===== config.mk =====
export PLATFORM = sky130hd
export DESIGN_NAME = ws2812_rx_flat
export DESIGN_NICKNAME = d
export VERILOG_FILES = /design/src/rtl/ws2812_rx_pkg.sv /design/src/rtl/ws2812_rx_if.sv /design/src/rtl/ws2812_rx_sync_2ff.sv /design/src/rtl/ws2812_rx.sv /design/src/flat_wrapper.sv
export SDC_FILE = /design/constraint.sdc
export NUM_CORES = 1
export LEC_CHECK = 0
export CAP_MARGIN = 20
export CORE_MARGIN = 4
export CORE_UTILIZATION = 35
export DETAILED_ROUTE_END_ITERATION = 8
export PLACE_DENSITY = 0.59
export SLEW_MARGIN = 20
export SYNTH_ARGS = -nofsm -noshare
export SYNTH_HDL_FRONTEND = slang
export SYNTH_SLANG_ARGS = --single-unit

===== constraint.sdc =====
create_clock -name clk -period 2.95 [get_ports clk]
set_clock_uncertainty 0.2 [all_clocks]
set_input_delay 0.59 -clock clk [delete_from_list [all_inputs] [get_ports clk]]
set_output_delay 0.59 -clock clk [all_outputs]
set_load 0.005 [all_outputs]

===== src/rtl/ws2812_rx_pkg.sv =====
// Shared types and timing helper for the WS2812 receive path.
package ws2812_pkg;

  typedef enum logic [1:0] {
    S_RESYNC = 2'd0,
    S_LOW    = 2'd1,
    S_HIGH   = 2'd2
  } state_t;

  typedef enum logic [1:0] {
    ERR_NONE    = 2'd0,
    ERR_SHORT   = 2'd1,
    ERR_LONG    = 2'd2,
    ERR_PARTIAL = 2'd3
  } err_t;

  // Truncating ns -> clk cycles; 64-bit intermediate keeps large gaps from overflowing.
  function automatic int ns_to_cycles(input longint clk_hz, input longint ns);
    longint c;
    c = ((clk_hz / 1000) * ns) / 1_000_000;
    return int'(c);
  endfunction

endpackage


===== src/rtl/ws2812_rx_if.sv =====
// Decoded-pixel / frame / error event bundle produced by ws2812_rx.
interface ws2812_rx_if;
  logic        pixel_valid;
  logic [23:0] pixel_grb;
  logic [15:0] pixel_index;
  logic        frame_done;
  logic [15:0] pixel_count;
  logic        err_pulse;
  logic [1:0]  err_code;

  modport master (
    output pixel_valid, pixel_grb, pixel_index,
           frame_done, pixel_count, err_pulse, err_code
  );

  modport slave (
    input  pixel_valid, pixel_grb, pixel_index,
           frame_done, pixel_count, err_pulse, err_code
  );
endinterface


===== src/rtl/ws2812_rx_sync_2ff.sv =====
// Two-flop synchroniser for a single asynchronous input, resets to 0.
module sync_2ff (
  input  logic clk,
  input  logic rst_n,
  input  logic d,
  output logic q
);
  logic meta;

  always_ff @(posedge clk or negedge rst_n) begin
    if (!rst_n) begin
      meta <= 1'b0;
      q    <= 1'b0;
    end else begin
      meta <= d;
      q    <= meta;
    end
  end
endmodule


===== src/rtl/ws2812_rx.sv =====
// WS2812 NRZ line decoder: pulse-width classification into GRB pixels,
// per-frame pixel counting and framing-error reporting.
module ws2812_rx
  import ws2812_pkg::*;
#(
  parameter int CLK_HZ        = 27_000_000,
  parameter int BIT_THRESH_NS = 600,
  parameter int MIN_HIGH_NS   = 100,
  parameter int MAX_HIGH_NS   = 2000,
  parameter int RESET_NS      = 50000
) (
  input  logic        clk,
  input  logic        reset_n,
  input  logic        din,
  ws2812_rx_if.master rx
);

  localparam int THRESH_CYC = ns_to_cycles(CLK_HZ, BIT_THRESH_NS);
  localparam int MIN_CYC    = ns_to_cycles(CLK_HZ, MIN_HIGH_NS);
  localparam int MAX_CYC    = ns_to_cycles(CLK_HZ, MAX_HIGH_NS);
  localparam int RESET_CYC  = ns_to_cycles(CLK_HZ, RESET_NS);
  localparam int CW         = $clog2(RESET_CYC + 1);

  localparam logic [CW-1:0] THRESH_C = CW'(THRESH_CYC);
  localparam logic [CW-1:0] MIN_C    = CW'(MIN_CYC);
  localparam logic [CW-1:0] MAX_C    = CW'(MAX_CYC);
  localparam logic [CW-1:0] RESET_C  = CW'(RESET_CYC);
  localparam logic [CW-1:0] RESET_M1 = CW'(RESET_CYC - 1);
  localparam logic [CW-1:0] ONE_C    = CW'(1);

  logic          din_s;
  logic          din_d;
  logic          rise;
  logic          fall;
  logic          bit_val;

  state_t        state;
  logic [CW-1:0] low_cnt;
  logic [CW-1:0] high_cnt;
  logic [22:0]   shift;
  logic [4:0]    bit_cnt;
  logic [15:0]   idx;
  logic          fd_pend;

  logic          pv_q;
  logic [23:0]   grb_q;
  logic [15:0]   pidx_q;
  logic          fd_q;
  logic [15:0]   pcnt_q;
  logic          err_q;
  err_t          ecode_q;

  sync_2ff u_sync (
    .clk   (clk),
    .rst_n (reset_n),
    .d     (din),
    .q     (din_s)
  );

  always_ff @(posedge clk or negedge reset_n) begin
    if (!reset_n) din_d <= 1'b0;
    else          din_d <= din_s;
  end

  assign rise    = din_s & ~din_d;
  assign fall    = ~din_s & din_d;
  assign bit_val = (high_cnt >= THRESH_C);

  always_ff @(posedge clk or negedge reset_n) begin
    if (!reset_n) begin
      state    <= S_RESYNC;
      low_cnt  <= '0;
      high_cnt <= '0;
      shift    <= '0;
      bit_cnt  <= '0;
      idx      <= '0;
      fd_pend  <= 1'b0;
      pv_q     <= 1'b0;
      grb_q    <= '0;
      pidx_q   <= '0;
      fd_q     <= 1'b0;
      pcnt_q   <= '0;
      err_q    <= 1'b0;
      ecode_q  <= ERR_NONE;
    end else begin
      pv_q  <= 1'b0;
      fd_q  <= 1'b0;
      err_q <= 1'b0;

      // Frame end that coincided with a partial-pixel error reports one cycle later.
      if (fd_pend) begin
        fd_pend <= 1'b0;
        if (idx != 16'd0) begin
          fd_q   <= 1'b1;
          pcnt_q <= idx;
          idx    <= '0;
        end
      end

      unique case (state)
        S_RESYNC: begin
          if (din_s) begin
            low_cnt <= '0;
          end else if (low_cnt == RESET_M1) begin
            low_cnt <= RESET_C;
            state   <= S_LOW;
          end else begin
            low_cnt <= low_cnt + 1'b1;
          end
        end

        S_LOW: begin
          if (rise) begin
            state    <= S_HIGH;
            high_cnt <= ONE_C;
          end else if (low_cnt != RESET_C) begin
            low_cnt <= low_cnt + 1'b1;
            if (low_cnt == RESET_M1) begin
              if (bit_cnt != 5'd0) begin
                err_q   <= 1'b1;
                ecode_q <= ERR_PARTIAL;
                bit_cnt <= '0;
                fd_pend <= 1'b1;
              end else if (idx != 16'd0) begin
                fd_q   <= 1'b1;
                pcnt_q <= idx;
                idx    <= '0;
              end
            end
          end
        end

        S_HIGH: begin
          if (fall) begin
            state   <= S_LOW;
            low_cnt <= ONE_C;
            if (high_cnt < MIN_C) begin
              err_q   <= 1'b1;
              ecode_q <= ERR_SHORT;
              state   <= S_RESYNC;
              bit_cnt <= '0;
              idx     <= '0;
            end else begin
              shift <= {shift[21:0], bit_val};
              if (bit_cnt == 5'd23) begin
                pv_q    <= 1'b1;
                grb_q   <= {shift, bit_val};
                pidx_q  <= idx;
                bit_cnt <= '0;
                if (idx != 16'hFFFF) idx <= idx + 16'd1;
              end else begin
                bit_cnt <= bit_cnt + 5'd1;
              end
            end
          end else if (high_cnt == MAX_C) begin
            // Still high one cycle past the limit: stuck line, abandon the frame now.
            err_q   <= 1'b1;
            ecode_q <= ERR_LONG;
            state   <= S_RESYNC;
            low_cnt <= '0;
            bit_cnt <= '0;
            idx     <= '0;
          end else begin
            high_cnt <= high_cnt + 1'b1;
          end
        end

        default: state <= S_RESYNC;
      endcase
    end
  end

  assign rx.pixel_valid = pv_q;
  assign rx.pixel_grb   = grb_q;
  assign rx.pixel_index = pidx_q;
  assign rx.frame_done  = fd_q;
  assign rx.pixel_count = pcnt_q;
  assign rx.err_pulse   = err_q;
  assign rx.err_code    = ecode_q;

endmodule

===== src/flat_wrapper.sv =====
// flat-port wrapper written by rule: the top's interface ports become plain ports
module ws2812_rx_flat import ws2812_pkg::*;
#(
  parameter int CLK_HZ        = 27_000_000,
  parameter int BIT_THRESH_NS = 600,
  parameter int MIN_HIGH_NS   = 100,
  parameter int MAX_HIGH_NS   = 2000,
  parameter int RESET_NS      = 50000
)
  (clk, reset_n, din, rx_pixel_valid, rx_pixel_grb, rx_pixel_index, rx_frame_done, rx_pixel_count, rx_err_pulse, rx_err_code);
  ws2812_rx_if rx_i ();
  input  logic clk;
  input  logic reset_n;
  input  logic din;
  output wire logic [$bits(rx_i.pixel_valid)-1:0] rx_pixel_valid;
  output wire logic [$bits(rx_i.pixel_grb)-1:0] rx_pixel_grb;
  output wire logic [$bits(rx_i.pixel_index)-1:0] rx_pixel_index;
  output wire logic [$bits(rx_i.frame_done)-1:0] rx_frame_done;
  output wire logic [$bits(rx_i.pixel_count)-1:0] rx_pixel_count;
  output wire logic [$bits(rx_i.err_pulse)-1:0] rx_err_pulse;
  output wire logic [$bits(rx_i.err_code)-1:0] rx_err_code;
  assign rx_pixel_valid = rx_i.pixel_valid;
  assign rx_pixel_grb = rx_i.pixel_grb;
  assign rx_pixel_index = rx_i.pixel_index;
  assign rx_frame_done = rx_i.frame_done;
  assign rx_pixel_count = rx_i.pixel_count;
  assign rx_err_pulse = rx_i.err_pulse;
  assign rx_err_code = rx_i.err_code;
  ws2812_rx #(.CLK_HZ(CLK_HZ), .BIT_THRESH_NS(BIT_THRESH_NS), .MIN_HIGH_NS(MIN_HIGH_NS), .MAX_HIGH_NS(MAX_HIGH_NS), .RESET_NS(RESET_NS)) u_core (.clk(clk), .reset_n(reset_n), .din(din), .rx(rx_i));
endmodule

Yosys cells after proc, flatten, opt, wreduce, memory -nomap -nowiden. Index checks and enable logic that the tools add are counted.

Divide/modulo/power cells: 0. Multipliers: 0. Reductions and logical operators: 12. Bitwise operators: 5. $add $sub $neg: 4. Magnitude comparators: 2. Eq/ne operators: 18. Multiplexer cells: 77. Shift operators: 0.

Operators with widths (count): $mux W16 (20); $mux W11 (9); $mux W5 (8); $pmux W11 S3 (1); $pmux W16 S2 (1); $mux W2 (12); $add A11 B1 Y11 const B (2); $pmux W11 S2 (1); $mux W1 (21); $add A16 B1 Y16 const B (1); $ne A16 B16 Y1 const B (1); $reduce_and A4 Y1 (4); $reduce_bool A16 Y1 (1); $eq A11 B11 Y1 const B (1); $eq A11 B6 Y1 const B (1); $ge A11 B5 Y1 const B (1); $lt A11 B2 Y1 const B (1); $ne A11 B11 Y1 const B (1); $ne A2 B1 Y1 const B (5); $pmux W5 S2 (1); $ne A2 B2 Y1 const B (4); $reduce_and A7 Y1 (1); $pmux W2 S3 (1); $reduce_and A6 Y1 (1); 15 further kinds (18).

Memories kept: 0. RAM bits: 0. Bits in registers: 133. Output and inout port bits: 61. Logic and storage cells: 135. Input port bits: 3. Latch bits: 0. Memory bits (read-only): 0.

Longest topological paths before layout.
Word-level depth: 9. Depth in mapped cells: 10.

By module. From an unflattened synthesis, not the netlist that was laid out.

Cells, all modules: 600. Area total of the unflattened synthesis: 6306.0 µm².

Modules (own cells, without submodules): ws2812_rx (area each 6256.0 µm², seq. area each 3278.1 µm², cells each 598, instances 1); sync_2ff (area each 50.0 µm², seq. area each 50.0 µm², cells each 2, instances 1).

Worst setup path before layout. Ideal clock, no wire load.

Path type: flip-flop to flip-flop. From: reg u_core.high_cnt[6]. To: reg u_core.low_cnt[4]. Arrival time: 2204 ps. Clock period less this slack: 2526 ps. Data required time: 2628 ps. Slack: 424 ps. Cell stages (with the launch flop): 7. Cells stage by stage: dfrtp_1 or3_4 o41a_1 a221o_1 buf_2 a211o_1 a32o_1.

Cells in the longest elaborated chain, start to end: 3.

Ends and longest elaborated chain: from (decl) (line ws2812_rx.sv:39) `logic [CW-1:0] high_cnt;`; from (signal assigned) (line ws2812_rx.sv:164) `high_cnt <= high_cnt + 1'b1;`; $eq A11 B6 Y1 (line ws2812_rx.sv:155) `end else if (high_cnt == MAX_C) begin`; $ne A3 B1 Y1 (no source line); $reduce_and A4 Y1 (no source line); to (signal assigned) (line ws2812_rx.sv:108) `low_cnt <= low_cnt + 1'b1;`; to (signal assigned) (line ws2812_rx.sv:117) `low_cnt <= low_cnt + 1'b1;`; to (decl) (line ws2812_rx.sv:38) `logic [CW-1:0] low_cnt;`.

Every way passes these cells. A chain may end at the register's enable or synchronous reset.

Final worst setup path.
From: reg u_core.high_cnt[6]. To: reg u_core.low_cnt[6].

The elaborated chain is that of the path after synthesis.

==> flow_metrics.py <==
metrics = {
    "outcome": {
        "outcome": "complete, no violations",
    },
    "routing": {
        "vias": 4823,
        "drt-initial-drc-count": 282,
        "drcViolationCount": 0,
        "drt_wl_total_mm": 14.23,
        "drt-vias-per-instance": 5.225,
        "ant_nets": 0,
        "first_pass_iters": 6,
        "wl_per_cell_um": 15.42,
    },
    "synth": {
        "syn_inst": 613,
        "synth_nets": 629,
        "synth_warnings": 0,
        "avgSynthCellArea_um2": 10.45,
        "ys_seq_area_share_pct": 51.96,
        "netlist_area_mm2": 0.006405,
        "yosys_most_used_dff": "dfrtp_1",
        "synth.ff_latch_count": 133,
        "synth-edff-count": 0,
        "synthArstFlopShare_pct": 100.0,
        "synth_cell_types": 64,
    },
    "clocking": {
        "holdBufCountCts": 0,
        "post_cts_buffers": 0,
        "ctsResizeCount": 0,
        "clock_path_buffers": 2,
        "root_buffer": "clkbuf_16",
        "path_clk_slew_ns": 0.06,
        "cts-htree-levels": 4,
        "cts_tree": "yes",
        "numClockSinks": 133,
        "cts_made_buffers": 17,
        "clock_latency_ns": 0.42,
    },
    "power": {
        "p_per_area_mw_per_mm2": 497.0,
        "power_frac_seq_pct": 46.6,
        "combPwrFrac_pct": 1.8,
        "intPower_mw": 3.064,
        "switching_share_pct": 22.44,
        "ir_drop_v": 0.0003840,
        "p_clk_share_pct": 51.6,
        "switching_power_uw": 886.8,
        "p_total_mw": 3.951,
        "p_leak_nw": 3.654,
    },
    "critical_path": {
        "critPathLaunchType": "flop",
        "timing.rr.start": "u_core.high_cnt[6]",
        "worstPathMaxFanout": 8,
        "rr_worst_depth": 5,
        "endpoint_kind": "flop",
        "setup.worst_path.start": "u_core.high_cnt[6]",
        "crit_type": "reg2reg",
        "worstPathRequired_ns": 3.05,
        "crit_arrival_ns": 2.90,
        "r2r-end": "u_core.low_cnt[6]",
        "worst-r2r-setup-slack_ns": 0.14,
    },
    "grt": {
        "antenna_found_initial": 0,
        "grt_pass1_wl_mm": 24.03,
        "grt_max_degree": 134,
        "grt.total_usage_pct": 14.46,
        "first_global_vias": 4703,
        "overflow": 0,
    },
    "sta": {
        "whs_ns": 0.09075,
        "worst_pin_slew_ns": 0.7035,
        "max_slew_margin_pct": 53.10,
        "max_freq_ghz": 0.3564,
        "setup_tns_ns": 0,
        "period_share_pct": 95.11,
        "finalMaxSlewViolations": 0,
        "timing.final.hold_violations": 0,
        "setup_viol": 0,
        "post-route-min-period_ns": 2.806,
        "rsz0062_at_grt": "false",
    },
    "floorplanning": {
        "io_pins": 64,
        "start_util_pct": 35.66,
        "coreArea_mm2": 0.01796,
        "die-area_mm2": 0.02053,
        "die_h_um": 143.3,
        "die_w_um": 143.3,
        "placement_rows": 49,
    },
    "layout": {
        "syn_to_final_growth_pct": 24.11,
        "fin_nets": 697,
        "drive_gt1_share_pct": 17.87,
        "stdcell_area_mm2": 0.007949,
        "diodes": 0,
        "fillers": 1693,
        "seq_area_mm2": 0.003328,
        "multi_input_area_mm2": 0.002884,
    },
    "place": {
        "finalWeightedCongestion": 0.8372,
        "placed_area_mm2": 0.007371,
        "place_hpwl_mm": 9.648,
        "port_buffers": 63,
    },
    "hold_path": {
        "hp-class": "in2async",
    },
    "run": {
        "drv_cap": 0,
    },
}
state kept, by name, summed over array words and instances (netlist names), 2 cells and up:
| name | flops |
|---|---|
| u_core.rx.pixel_count | 16 |
| u_core.rx.pixel_grb | 24 |
| u_core.rx.pixel_index | 16 |
| u_core.rx.err_code | 2 |
| u_core.state | 2 |
| u_core.high_cnt | 11 |
| u_core.bit_cnt | 5 |
| u_core.idx | 16 |
| u_core.shift | 23 |
| u_core.low_cnt | 11 |
critical path: stages, from the launching register on:
cell and delay, ns:
dfrtp_1 0.41, or3_4 0.41, o41a_1 0.50, a221o_1 0.49
or2_1 0.30, o41ai_2 0.37
cells by family (layout without fill, tap and decap cells):
kind of cell             count (synthesis)  in the layout  share of synthesized area [%]
flip-flops                             133            133                          51.96
multiplexers                            62             62                          10.78
adder cells (fa/ha/maj)                 13             13                          2.540
AO/OA/AOI/OAI                          110            110                          12.07
AND/OR/NAND/NOR                        236            236                          18.32
XOR/XNOR                                 8              8                          1.094
buffers and inverters                   51            132                          3.223
power groups by stage:
| stage | sequential, mW | combinational (mW) | clock, mW |
|---|---|---|---|
| after floorplan | 1.87 | 0.0279 | 0 |
| after global placement | 1.87 | 0.0750 | 0 |
| after detailed placement | 1.87 | 0.0760 | 0 |
| after CTS | 1.84 | 0.0761 | 2.09 |
| after global routing | 1.84 | 0.0849 | 2.17 |
| final | 1.84 | 0.0730 | 2.04 |
layer usage:
metal  GRT usage [%]  routed length [µm]  vias up
li1                -                   -     2324
met1           19.08                6581     2389
met2           23.47                6940       92
met3           3.248                 461       18
met4           5.203                 246        0
met5               0                   0        -
through the flow:
stage	cells	utilization, %	setup WS (ns)
after global placement	891	41.03	0.2110
final	923	44.25	0.1441
after detailed placement	891	41.03	0.1629
after global routing	923	44.25	0.02973
after CTS	923	44.25	0.1433
after floorplan	613	-	0.4244
cell type report:
type,instances,share of cell area [%]
Inverter,19,0.8972
Multi-Input combinational cell,429,36.28
Sequential cell,133,41.87
Tap cell,229,3.605
Clock inverter,13,1.574
Timing Repair Buffer,81,10.07
Clock buffer,19,5.698
cells in the mapped netlist, drive strengths merged (6+ instances only):
cell    count  area (µm²)
o31ai       7       52.55
buf        16       73.82
mux2       56       630.6
inv        19       71.32
nand3      19       95.09
clkbuf     16       61.30
mux2i       6       60.06
and2       11       68.82
a31oi       6       37.54
nor3       10       55.05
nor2       34       130.1
or2         8       50.05
dfrtp     133        3328
nand4      10       62.56
o41ai       7       76.32
xnor2       7       61.31
ha         13       162.7
o21ai      36       180.2
a21oi       9       45.04
nand2     101       379.1
nor4        9       62.56
how the worst max path moves through the flow:
stage                              endpoint  depth (start not counted)
after floorplan           u_core.low_cnt[4]                          6
after global placement    u_core.low_cnt[0]                          5
after detailed placement  u_core.low_cnt[6]                          5
after CTS                 u_core.low_cnt[6]                          5
after global routing      u_core.low_cnt[6]                          5
final                     u_core.low_cnt[6]                          5
cells in the final DEF, fill, tap and decap left out, drive strengths merged, types with 6 or more instances in the layout:
cell type      Yosys  layout
nor2              34      34
a31oi              6       6
nor4               9       9
nor3              10      10
o21ai             36      36
and2              11      11
mux2i              6       6
or2                8       8
xnor2              7       7
dfrtp            133     133
nand3             19      19
clkbuf            16      19
mux2              56      56
ha                13      13
inv               19      22
buf               16      19
o31ai              7       7
clkdlybuf4s50      0      62
a21oi              9       9
nand2            101     101
nand4             10      10
o41ai              7       7
(Power assumes the default switching activity.)
==> patch (same flow settings) <==
`RESET_NS` is set to 50000 in 2 places; all go to 25000.
--- a/src/rtl/ws2812_rx.sv
+++ b/src/rtl/ws2812_rx.sv
@@ -7,7 +7,7 @@
   parameter int BIT_THRESH_NS = 600,
   parameter int MIN_HIGH_NS   = 100,
   parameter int MAX_HIGH_NS   = 2000,
-  parameter int RESET_NS      = 50000
+  parameter int RESET_NS      = 25000
 ) (
   input  logic        clk,
   input  logic        reset_n,
--- a/src/flat_wrapper.sv
+++ b/src/flat_wrapper.sv
@@ -5,7 +5,7 @@
   parameter int BIT_THRESH_NS = 600,
   parameter int MIN_HIGH_NS   = 100,
   parameter int MAX_HIGH_NS   = 2000,
-  parameter int RESET_NS      = 50000
+  parameter int RESET_NS      = 25000
 )
   (clk, reset_n, din, rx_pixel_valid, rx_pixel_grb, rx_pixel_index, rx_frame_done, rx_pixel_count, rx_err_pulse, rx_err_code);
   ws2812_rx_if rx_i ();
Formal check against the unedited RTL: no difference found for any inputs over 10 cycles, from zero or initial values and one cycle with reset_n low; that may be too few to reach the edited logic, so the function may still have changed.
==> patch against the original RTL <==
  * Cell area decreased by 2.3%
  * Worst setup slack got worse by 22 ps
  * Final cell count decreased by 8.8%
  * Area after synthesis decreased by 5.6%
  * Total power increased by 10%
  * Critical path type unchanged
  * Wire length decreased by 5.4%
  * Die area decreased by 5.3%
  * Highest routed layer unchanged
  * Non-clock buffer count increased by 7
  * Sequential share of layout area increased by 0.36 points
  * Sequential cell count decreased by 2
==> patch: results (changes against the original RTL) <==
worst skew pair latency=420 ps (about the same); adder-cell share of the synthesized area=2.48% (was 2.54%); nets=624 (was 697); Worst Hold Class=reg -> reg (was in -> async); Root Driver=clkbuf_16 (unchanged); antenna violations before repair=0 (unchanged); Crit Reg-Reg Startpoint=u_core.high_cnt[7]$_DFFE_PN0P_ (was u_core.high_cnt[6]$_DFFE_PN0P_); post-synthesis compound-gate area fraction=12.0% (was 12.1%); CTS Buf Count=17 (unchanged); global-route wire length before repair=23.7 mm (was 24.0 mm); crit path kind=reg -> reg (unchanged); layout cells sized above 1=23.5% (was 17.9%); met3 Resource Use GR=4.36% (was 3.25%); maximum fanout along the worst path=9 (was 8); Worst-path clk slew=60 ps (about the same); All-Layer GR Usage=14.8% (was 14.5%); Worst Tran Pin Value=584 ps (was 704 ps); met1 Resource Use GR=19.9% (was 19.1%); Synth warnings=0 (unchanged); Vias/cell=5.29 (was 5.23); r2r worst-path depth=6 (was 5); diode count=0 (unchanged); sequential area share after synthesis=54.2% (was 52.0%); largest net degree at the start of global routing=47 (was 134); syn nets=543 (was 629); Worst EP arrival=2900 ps (about the same); reg2reg end=u_core.idx[6]$_DFF_PN0_ (was u_core.low_cnt[6]$_DFFE_PN0P_); routability cong.=0.820 (was 0.837); Synth area leaders=dfrtp_1 (54%), mux2_2 (14%), o21ai_0 (3.1%) (was dfrtp_1 (52%), mux2_2 (9.8%), nand2_1 (5.9%)); H-tree levels=4 (unchanged); Synth cell types=61 (was 64); Leak=3.50 nW (was 3.65 nW); Post-synth top cells=dfrtp_1 (131), mux2_2 (77), nand2_1 (45) (was dfrtp_1 (133), nand2_1 (101), mux2_2 (56)); vias in the first global route=4633 (was 4703); Detail Placement HPWL=9.19 mm (was 9.65 mm); worst vdd ir=0.521 mV (was 0.384 mV); IO buf count=63 (unchanged); max FFs per register=24 (unchanged); asr flop ratio synth=100% (unchanged); drt first pass iters=4 (was 6); R2R Setup Slk=120 ps (was 140 ps); Starting DRT DRC Count=288 (was 282); met2 GRT Util=23.1% (was 23.5%); DRT Wirelength=13.5 mm (was 14.2 mm); outcome=finished clean (unchanged); mux cell area share after synthesis=14.7% (was 10.8%); xor and xnor fraction of the mapped netlist area=1.01% (was 1.09%); Clock Path Buffers=2 (unchanged)
==> patch: critical path, stage by stage (launching register included) <==
cell      delay (ps)
dfrtp_1          410
or4_4            560
o41a_1           490
o211ai_1         190
nand2_1          110
a41oi_2          540
a31oi_1          170
==> patch: repair_timing <==
item,CTS,global route
endpoints found under the hold margin,39,0
hold buffers,1,0
setup endpoints to repair,0,6
setup buffers,0,0
resized for setup,0,2
==> patch: cells by family (layout without fill, tap and decap cells) <==
| kind of cell | count (synthesis) | count (layout) |
|---|---|---|
| compound gates | 110 | 110 |
| xor+xnor | 7 | 7 |
| fa+ha+maj | 12 | 12 |
| buf+inv | 39 | 133 |
| flops | 131 | 131 |
| mux | 79 | 79 |
| simple gates | 150 | 150 |
==> patch: final cells by class <==
cell class	count	area (um2)
Clock buffer	18	439
Clock inverter	14	258
Fill cell	1506	9000
Inverter	13	48.8
Multi-Input combinational cell	358	2620
Sequential cell	131	3280
Tap cell	220	275
Timing Repair Buffer	88	843
==> patch: how the worst min path moves through the flow <==
stage,from,to,slack [ps],cells past startpoint
after detailed placement,u_core.u_sync.meta$_DFF_PN0_,u_core.u_sync.q$_DFF_PN0_,150,0
after global routing,u_core.u_sync.meta$_DFF_PN0_,u_core.u_sync.q$_DFF_PN0_,170,0
after floorplan,reset_n,u_core.bit_cnt[0]$_DFFE_PN0P_,90,0
final,u_core.u_sync.meta$_DFF_PN0_,u_core.u_sync.q$_DFF_PN0_,160,0
after global placement,u_core.u_sync.meta$_DFF_PN0_,u_core.u_sync.q$_DFF_PN0_,130,0
after CTS,u_core.u_sync.meta$_DFF_PN0_,u_core.u_sync.q$_DFF_PN0_,160,0
==> patch: stage by stage <==
| stage | total power [mW] | cell area (um2) | instances | hold slack, ps | worst slack, ps |
|---|---|---|---|---|---|
| floorplan | 1.86 | 6040 | 528 | 94.4 | 362 |
| global placement | 1.92 | 7050 | 809 | 132 | 279 |
| detailed placement | 1.92 | 7050 | 809 | 146 | 180 |
| CTS | 4.41 | 7750 | 842 | 159 | 162 |
| global route | 4.51 | 7760 | 842 | 171 | 40.8 |
| finish | 4.35 | 7760 | 842 | 158 | 122 |
==> patch: routing by layer <==
| metal | vias to the layer above | wire length [um] |
|---|---|---|
| met3 | 21 | 650 |
| met2 | 93 | 6290 |
| li1 | 2095 | - |
| met5 | - | 0 |
| met4 | 0 | 213 |
| met1 | 2241 | 6310 |
==> patch: report_power, final <==
| group | total [mW] | leakage (nW) | switching [mW] | internal [mW] |
|---|---|---|---|---|
| registers | 1.81 | 1.82 | 0.00659 | 1.80 |
| clock network | 2.47 | 0.336 | 0.778 | 1.69 |
| logic | 0.0758 | 1.35 | 0.0544 | 0.0214 |
